### config.mk
export PLATFORM = sky130hd
export DESIGN_NAME = bitwise_iter
export DESIGN_NICKNAME = d
export VERILOG_FILES = /design/src/rtl/bitwise_iter.sv
export SDC_FILE = /design/constraint.sdc
export NUM_CORES = 1
export LEC_CHECK = 0
export CORE_MARGIN = 5
export CORE_UTILIZATION = 38
export DETAILED_ROUTE_END_ITERATION = 8
export DONT_BUFFER_PORTS = 1
export HOLD_SLACK_MARGIN = 0.03
export PLACE_DENSITY_LB_ADDON = 0.08
export SYNTH_ARGS = -nofsm -noshare
export SYNTH_HDL_FRONTEND = slang
export SYNTH_SLANG_ARGS = --single-unit
### constraint.sdc
create_clock -name i_clk -period 4.02 [get_ports i_clk]
set_clock_uncertainty 0.1 [all_clocks]
set_input_delay 0.804 -clock i_clk [delete_from_list [all_inputs] [get_ports i_clk]]
set_output_delay 0.804 -clock i_clk [all_outputs]
set_load 0.005 [all_outputs]
### src/rtl/bitwise_iter.sv
// bitwise_iter: registered, handshaked bitwise/shift unit for the execute stage.
// Logic ops finish in one cycle; shifts/rotates iterate STEP bits per cycle.
// Optional feature macro: BITWISE_ROTATE_EN enables ROL/ROR (opcodes 11/12);
// without it those opcodes are treated as unknown logic ops (result 0).
module bitwise_iter #(
  parameter int unsigned XLEN = 32,
  parameter int unsigned STEP = 4
) (
  input  logic            i_clk,
  input  logic            i_reset,
  input  logic            i_valid,
  output logic            o_ready,
  input  logic [3:0]      i_op,
  input  logic [XLEN-1:0] i_op1,
  input  logic [XLEN-1:0] i_op2,
  output logic            o_valid,
  input  logic            i_ready,
  output logic [XLEN-1:0] o_result,
  output logic            o_busy
);

  localparam int unsigned SHW = $clog2(XLEN);
  localparam logic [SHW:0] STEP_W = (SHW+1)'(STEP);
  localparam logic [SHW:0] XLEN_W = (SHW+1)'(XLEN);
  localparam logic [XLEN-1:0] ALL_ONES = '1;

  localparam logic [3:0] OP_XOR  = 4'd0;
  localparam logic [3:0] OP_OR   = 4'd1;
  localparam logic [3:0] OP_AND  = 4'd2;
  localparam logic [3:0] OP_XNOR = 4'd3;
  localparam logic [3:0] OP_ORN  = 4'd4;
  localparam logic [3:0] OP_ANDN = 4'd5;
  localparam logic [3:0] OP_SLL  = 4'd8;
  localparam logic [3:0] OP_SRL  = 4'd9;
  localparam logic [3:0] OP_SRA  = 4'd10;
  localparam logic [3:0] OP_ROL  = 4'd11;
  localparam logic [3:0] OP_ROR  = 4'd12;

  typedef enum logic [1:0] {
    IDLE  = 2'd0,
    SHIFT = 2'd1,
    DONE  = 2'd2
  } state_t;

  state_t          state;
  logic [XLEN-1:0] acc;
  logic [XLEN-1:0] result_q;
  logic [SHW-1:0]  rem;
  logic [3:0]      op_q;
  logic            sign;
  logic            valid_q;
  logic            busy_q;

  logic            is_shift;
  logic [SHW-1:0]  shamt;
  logic [XLEN-1:0] logic_res;
  logic [SHW-1:0]  k;
  logic [SHW:0]    k_comp;
  logic [XLEN-1:0] fill;
  logic [XLEN-1:0] step_res;

  assign shamt    = i_op2[SHW-1:0];
  assign o_ready  = (state == IDLE) && !i_reset;
  assign o_valid  = valid_q;
  assign o_busy   = busy_q;
  assign o_result = result_q;

  // Classify the incoming opcode as an iterative shift/rotate.
  always_comb begin
    is_shift = 1'b0;
    case (i_op)
      OP_SLL, OP_SRL, OP_SRA: is_shift = 1'b1;
`ifdef BITWISE_ROTATE_EN
      OP_ROL, OP_ROR:         is_shift = 1'b1;
`endif
      default:                is_shift = 1'b0;
    endcase
  end

  // Single-cycle logic results; unknown opcodes yield zero.
  always_comb begin
    logic_res = '0;
    case (i_op)
      OP_XOR:  logic_res = i_op1 ^ i_op2;
      OP_OR:   logic_res = i_op1 | i_op2;
      OP_AND:  logic_res = i_op1 & i_op2;
      OP_XNOR: logic_res = ~(i_op1 ^ i_op2);
      OP_ORN:  logic_res = i_op1 | ~i_op2;
      OP_ANDN: logic_res = i_op1 & ~i_op2;
      default: logic_res = '0;
    endcase
  end

  // One iteration: shift acc by min(rem, STEP).
  always_comb begin
    k = ({1'b0, rem} < STEP_W) ? rem : SHW'(STEP);
    k_comp   = XLEN_W - {1'b0, k};
    fill     = ~(ALL_ONES >> k);
    step_res = acc;
    case (op_q)
      OP_SLL:  step_res = acc << k;
      OP_SRL:  step_res = acc >> k;
      OP_SRA:  step_res = (acc >> k) | (sign ? fill : '0);
`ifdef BITWISE_ROTATE_EN
      OP_ROL:  step_res = (acc << k) | (acc >> k_comp);
      OP_ROR:  step_res = (acc >> k) | (acc << k_comp);
`endif
      default: step_res = acc;
    endcase
  end

  // Control FSM with registered result, valid and busy.
  always_ff @(posedge i_clk) begin
    if (i_reset) begin
      state    <= IDLE;
      valid_q  <= 1'b0;
      busy_q   <= 1'b0;
      result_q <= '0;
      acc      <= '0;
      rem      <= '0;
      op_q     <= '0;
      sign     <= 1'b0;
    end else begin
      case (state)
        IDLE: begin
          if (i_valid) begin
            busy_q <= 1'b1;
            if (is_shift && (shamt != '0)) begin
              acc   <= i_op1;
              rem   <= shamt;
              op_q  <= i_op;
              sign  <= i_op1[XLEN-1];
              state <= SHIFT;
            end else begin
              result_q <= is_shift ? i_op1 : logic_res;
              valid_q  <= 1'b1;
              state    <= DONE;
            end
          end
        end
        SHIFT: begin
          acc <= step_res;
          rem <= rem - k;
          if (rem == k) begin
            result_q <= step_res;
            valid_q  <= 1'b1;
            state    <= DONE;
          end
        end
        DONE: begin
          if (i_ready) begin
            valid_q <= 1'b0;
            busy_q  <= 1'b0;
            state   <= IDLE;
          end
        end
        default: state <= IDLE;
      endcase
    end
  end

  logic unused_k_comp;
  assign unused_k_comp = ^k_comp;

endmodule

==> summary.md <==
After detailed routing, the average wire length per cell comes to 25.2 um. The highest ir drop seen on vdd was 206 uV. The die extent in x came out at 153 um.

For the pin with the worst max-slew slack, the measured transition is 0.992 ns. The tools report the non-filler instance count after layout as 1261. In this run the mean area of a mapped cell was 7.31 sq um.

The length of routed wiring on met1 came out at 14500 um. Walking the worst path, the cells encountered are or4b_4 -> mux4_2 -> a222oi_1 -> a21oi_1 -> a2111oi_2 -> nor3_1. The tools report the leakage power total as 2.73 nW. Leaving out fill and tap cells, the most frequent cells in the layout are sky130_fd_sc_hd__o21ai_0 (118), sky130_fd_sc_hd__nand2_1 (114), sky130_fd_sc_hd__nor2_1 (84), sky130_fd_sc_hd__dfxtp_1 (76), sky130_fd_sc_hd__a21oi_1 (67).

The logs give 0 for the number of endpoints with negative hold slack in the final report and 0.881 mW for the switching power total. For the total routed wirelength, the log shows 31800 um. Routed signal wires occupy layers up through met4. The number of nets handed over by synthesis was 1140.

The min-delay analysis places its worst path in the category reg -> reg. Flip-flop cell with the highest count after synthesis: sky130_fd_sc_hd__dfxtp_1. The number of setup buffers added after CTS is 0. The synthesized design contains 0 enable-type register cells. The clock passes through at most 2 buffers.

The largest single stage delay on the critical path is 0.80 ns. For the portion of the post-synthesis area used by sequential elements, the log shows 0.200. The die covers 23500 sq um.

The worst setup path is of the reg -> reg kind. The post-CTS resize count is 0, and the worst path required time is 4.15 ns. Number of detailed-route iterations in the first pass: 6. TritonCTS built the clock tree.

The clock transition time at the flip-flop clock pins of the worst setup and hold paths came out at 0.06 ns. Core outline area: 20200 sq um. The later pin in the worst-skew pair is clocked with a latency of 0.35 ns. For the worst setup path, the data arrival time is 3.10 ns. The detailed router placed 8254 vias in this run. The area growth from synthesis to layout is 6.39%. The iteration-0 DRC count of the detailed router was 946. The number of port buffers is 0. The slack of the worst reg-to-reg path was 1.05 ns; the highest net fanout along the worst path was 20.

Final core utilization: 0.410. The total global routing overflow came out at 0. The effective utilization at floorplan was 0.385.

The minimum period implied by the final worst setup slack works out to 2.97 ns. The tools report the clock tree root buffer cell as sky130_fd_sc_hd__clkbuf_16. The congestion estimate from routability-driven global placement came to 0.851.

The part of the total power dissipated in sequential elements is 0.385, and the number of antenna violations at the first check in global routing is 0. The cell with the largest stage delay on the worst path was sky130_fd_sc_hd__or4b_4. The number of top-level design ports is 107, and the number of hold buffers added after cts is 0. The via count normalized by instance count is 6.55, and the number of placed instances with taps included is 1246. In this run, CTS created clock tree buffers numbering 9. In the routed design, unresolved DRC markers number 0. The run gives 0.288 as the fraction of power consumed by combinational cells. The run finished with clean final reports.

The run gives 0.352 ns as the post-route worst hold slack. The share of the clock period used by the worst path after layout is 0.739, and the number of pins with negative max-slew slack in the final report is 0. The number of unique standard cell types used by synthesis was 72. STA classifies the critical path startpoint as a register. The net count of the finished layout is 1061. The repair_antennas step left the layout with diodes totalling 0. The cell family contributing the most delay on the critical path is compound AO/OA/AOI/OAI gates. Setup repair after global routing left no endpoint under its margin. Row generation in the floorplan step produced 52 rows. Cell internal power was estimated by the tool at 1.64 mW.

The relative max-transition margin is 0.336. The maximum frequency from static timing analysis was 337 MHz; the synthesis warning total was 0. The share of flip-flops with an asynchronous set or reset was 0; the detailed placer's ending HPWL was 22400 um. Wire segments on met3 add up to 3110 um in the final route. The pin count of the biggest net entering global routing is 88, and the switching portion of total power is 0.349.

In this run the cell area of the synthesized design comes to 7790 sq um. At the placement stage, the worst setup path has a slack of 1.04 ns. The relative contribution of the clock network to total power is 0.327, and the count of max-cap constraint violations is 0.

The number of global-route vias before repair was 7529. Counting flops and latches in the post-synthesis netlist gives 78. In the synthesized netlist, the number of instances is 1066. Power spread over the standard cell area amounts to 304 nW/um^2. The worst path buffer plus inverter count came out at 0. The final worst slack is 1.05 ns. The number of setup violations in the final report was 0.

In this run the remaining antenna-violating nets after routing total 0. The most frequent standard cell in the layout excluding fill and tap cells was sky130_fd_sc_hd__o21ai_0. Setup total negative slack on the finished layout was measured at 0 ns. The clock net in this run drives a total of 78 sinks. The H-tree was split into 3 levels. The first global-routing pass estimated 48400 um of wire. The worst setup path is captured at a register. The die boundary height came out at 153 um.

The global routing usage summed across all routing layers came out at 0.260. In the detailed route, the total length drawn on met2 is 13600 um. The fraction of final layout cells sized beyond drive strength 1 is 0.127.
-- cells by family (layout without fill, tap and decap cells) --
kind of cell             after synthesis  after routing  synth area share
AO/OA/AOI/OAI                        393            393             0.335
AND/OR/NAND/NOR                      300            300             0.179
buffers and inverters                151             76            0.0764
multiplexers                          95             95             0.153
flip-flops                            78             78             0.200
XOR/XNOR                              35             35            0.0393
adder cells (fa/ha/maj)               12             12            0.0161
other                                  2              2          0.000964
-- flip-flops by register name (all words and copies together), names as in the netlist --
register	cells
acc	32
o_busy	1
o_result	32
o_valid	1
op_q	4
rem	5
sign	1
state	2
-- stage by stage --
stage          cell area [sq um]  total power, mW
2_1_floorplan               7790             1.50
3_3_place_gp                8000             1.70
3_5_place_dp                8000             1.70
4_1_cts                     8290             2.53
5_1_grt                     8290             2.64
6_report                    8290             2.52
-- cells in the mapped netlist, drive strengths merged, types with 10 or more instances --
cell    number  area (sq um)
mux2        31           349
o21ai      118           591
a22oi       30           225
clkbuf     102           389
nand3       19          95.1
nor2        84           315
a22o        14           123
a21oi       69           345
dfxtp       78          1560
nor2b       11          68.8
maj3        10           100
buf         23           109
o221ai      14           123
inv         26          97.6
xnor2       28           245
nand2      114           428
a222oi      17           170
nor3        20           105
a211oi      12          90.1
o22ai       17           106
a31oi       25           156
mux2i       48           480
mux4        16           360
-- final cells by class --
cell class / instances / area [sq um]
tap: 270 / 338
inverter: 26 / 97.6
fill: 2113 / 11900
timing repair buffer: 35 / 288
clock buffer: 11 / 243
multi-input combinational: 837 / 5710
clock inverter: 4 / 47.5
sequential: 78 / 1560
-- metal layers --
| layer | global-route usage | up-vias |
|---|---|---|
| li1 | - | 3839 |
| met1 | 0.391 | 3961 |
| met2 | 0.376 | 416 |
| met5 | 0 | - |
| met3 | 0.0582 | 38 |
| met4 | 0.0573 | 0 |
-- tightest hold or removal path: stages (launching register included) --
cell and delay [ns]:
sky130_fd_sc_hd__dfxtp_1 0.31, sky130_fd_sc_hd__nand2_1 0.05, sky130_fd_sc_hd__a21oi_1 0.05
-- path summary, 6_finish.rpt --
| path | endpoint | cells past startpoint | start |
|---|---|---|---|
| max | o_result[4]$_SDFFE_PP0P_ | 6 | rem[2]$_SDFFE_PP0P_ |
| min | sign$_SDFFE_PP0P_ | 2 | sign$_SDFFE_PP0P_ |
| min reg2reg | sign$_SDFFE_PP0P_ | 2 | sign$_SDFFE_PP0P_ |
| max reg2reg | o_result[4]$_SDFFE_PP0P_ | 6 | rem[2]$_SDFFE_PP0P_ |
-- power groups by stage --
stage                     Combinational, mW  Sequential [mW]  Clock [mW]
after global placement                0.716            0.987           0
after floorplan                       0.601            0.894           0
final                                 0.727            0.971       0.826
after global routing                  0.794            0.978       0.869
after CTS                             0.718            0.967       0.840
after detailed placement              0.717            0.984           0
(Power assumes the default switching activity.)
==> RTL edit (config.mk and constraints unchanged) <==
Change the parameter `XLEN` from 32 to 16.
--- a/src/rtl/bitwise_iter.sv
+++ b/src/rtl/bitwise_iter.sv
@@ -5,3 +5,3 @@
 module bitwise_iter #(
-  parameter int unsigned XLEN = 32,
+  parameter int unsigned XLEN = 16,
   parameter int unsigned STEP = 4
Ports: changed (resized i_op1, i_op2 and o_result); port bits go from 107 to 59. The function was not compared with the original's and may differ.
==> RTL edit against the original RTL <==
- cell area is 49% lower
- die area fell by 44%
- count of clock-buffer cells in the layout decreased by 6
- area after synthesis is 46% lower
- setup slack worse by 0.12 ns
- clock power fell by 67%
- critical path depth stayed put
- total power is 53% lower
- wire length shrank 51%
- sequential cell count fell by 33
- hold slack better by 0.042 ns
- final cell count shrank 47%
- highest routed layer unchanged
==> RTL edit: results (changes against the original RTL) <==
outcome:
  status: "complete, no violations"
logic_synthesis:
  synth_common_cells: "nor2_1, o21ai_0, dfxtp_1, nand2_1, a21oi_1"
  avgSynthCellArea_um2: 7.32  # +0.16%
  yosysSeqAreaShare: 0.216  # +0.0155
  yosysUniqueCellTypes: 74  # +2.8%
place:
  routabilityCongestion: 0.918  # +7.9%
  place_ws_ns: 1.03  # -0.00983 ns
grt:
  met3_usage: 0.0474  # -0.0109
  busiest_layer: "met2"
  grt_max_degree: 39  # -56%
  use_met2: 0.361  # -0.0151
power:
  power_leakage_nw: 1.40  # -49%
  ir_drop_v: 0.000148  # -28%
timing:
  worst_slack_ns: 0.934  # -0.116 ns
  slew_headroom: 0.308  # -0.0282
routing:
  wl_met2_mm: 6.94  # -49%
  vias: 4379  # -47%
  avgRoutedWirePerCell_um: 23.1  # -8.4%
  drt-initial-drc-count: 429  # -55%
  wl_met3_mm: 1.45  # -53%
  drt_wl_total_mm: 15.4  # -51%
  drt-met1-wl_mm: 6.68  # -54%
cells_and_area:
  nonClkBufAreaFrac: 0.0195  # -0.0152
  inv_count: 9  # -65%
  seq_cells: 45  # -42%
  finalNetCount: 572  # -46%
  comb.multi_input.count: 458  # -45%
  drive_above_1_share: 0.0983  # -0.0288
  clock_area_frac: 0.0174  # -0.0176
critical_path:
  r2r-start: "rem[1]"
  r2r_slack_ns: 0.93  # -0.12 ns
  cp_top_family: "simple AND/OR/NAND/NOR gates"
  critPathSlowestCell: "dfxtp_1"
  slowest_delay_ns: 0.95  # +0.15 ns
  cp_max_fo: 24  # +20%
clocking:
  cts_made_buffers: 5  # -4
  clock_latency_ns: 0.31  # -0.04 ns
## RTL edit: worst min-delay path by stage
stage                       to  slack (ns)  start  depth (start not counted)
after floorplan           sign        0.35   sign                          2
after global placement    sign        0.37   sign                          2
after detailed placement  sign        0.38   sign                          2
after CTS                 sign        0.39   sign                          2
after global routing      sign        0.43   sign                          2
final                     sign        0.39   sign                          2
## RTL edit: cells by family after synthesis
group           count (synthesis)  share of synthesized area
compound gates                203                      0.330
xor+xnor                        7                     0.0147
fa+ha+maj                       3                    0.00839
buf+inv                        67                     0.0722
flops                          45                      0.216
mux                            37                      0.113
other cells                     2                    0.00180
simple gates                  206                      0.244
## RTL edit: power groups by stage
stage | registers [W] | clock network [W] | logic (W)
6_report | 0.000559 | 0.000275 | 0.000343
5_1_grt | 0.000565 | 0.000297 | 0.000375
4_1_cts | 0.000557 | 0.000281 | 0.000339
3_5_place_dp | 0.000567 | 0 | 0.000338
3_3_place_gp | 0.000568 | 0 | 0.000338
2_1_floorplan | 0.000515 | 0 | 0.000310
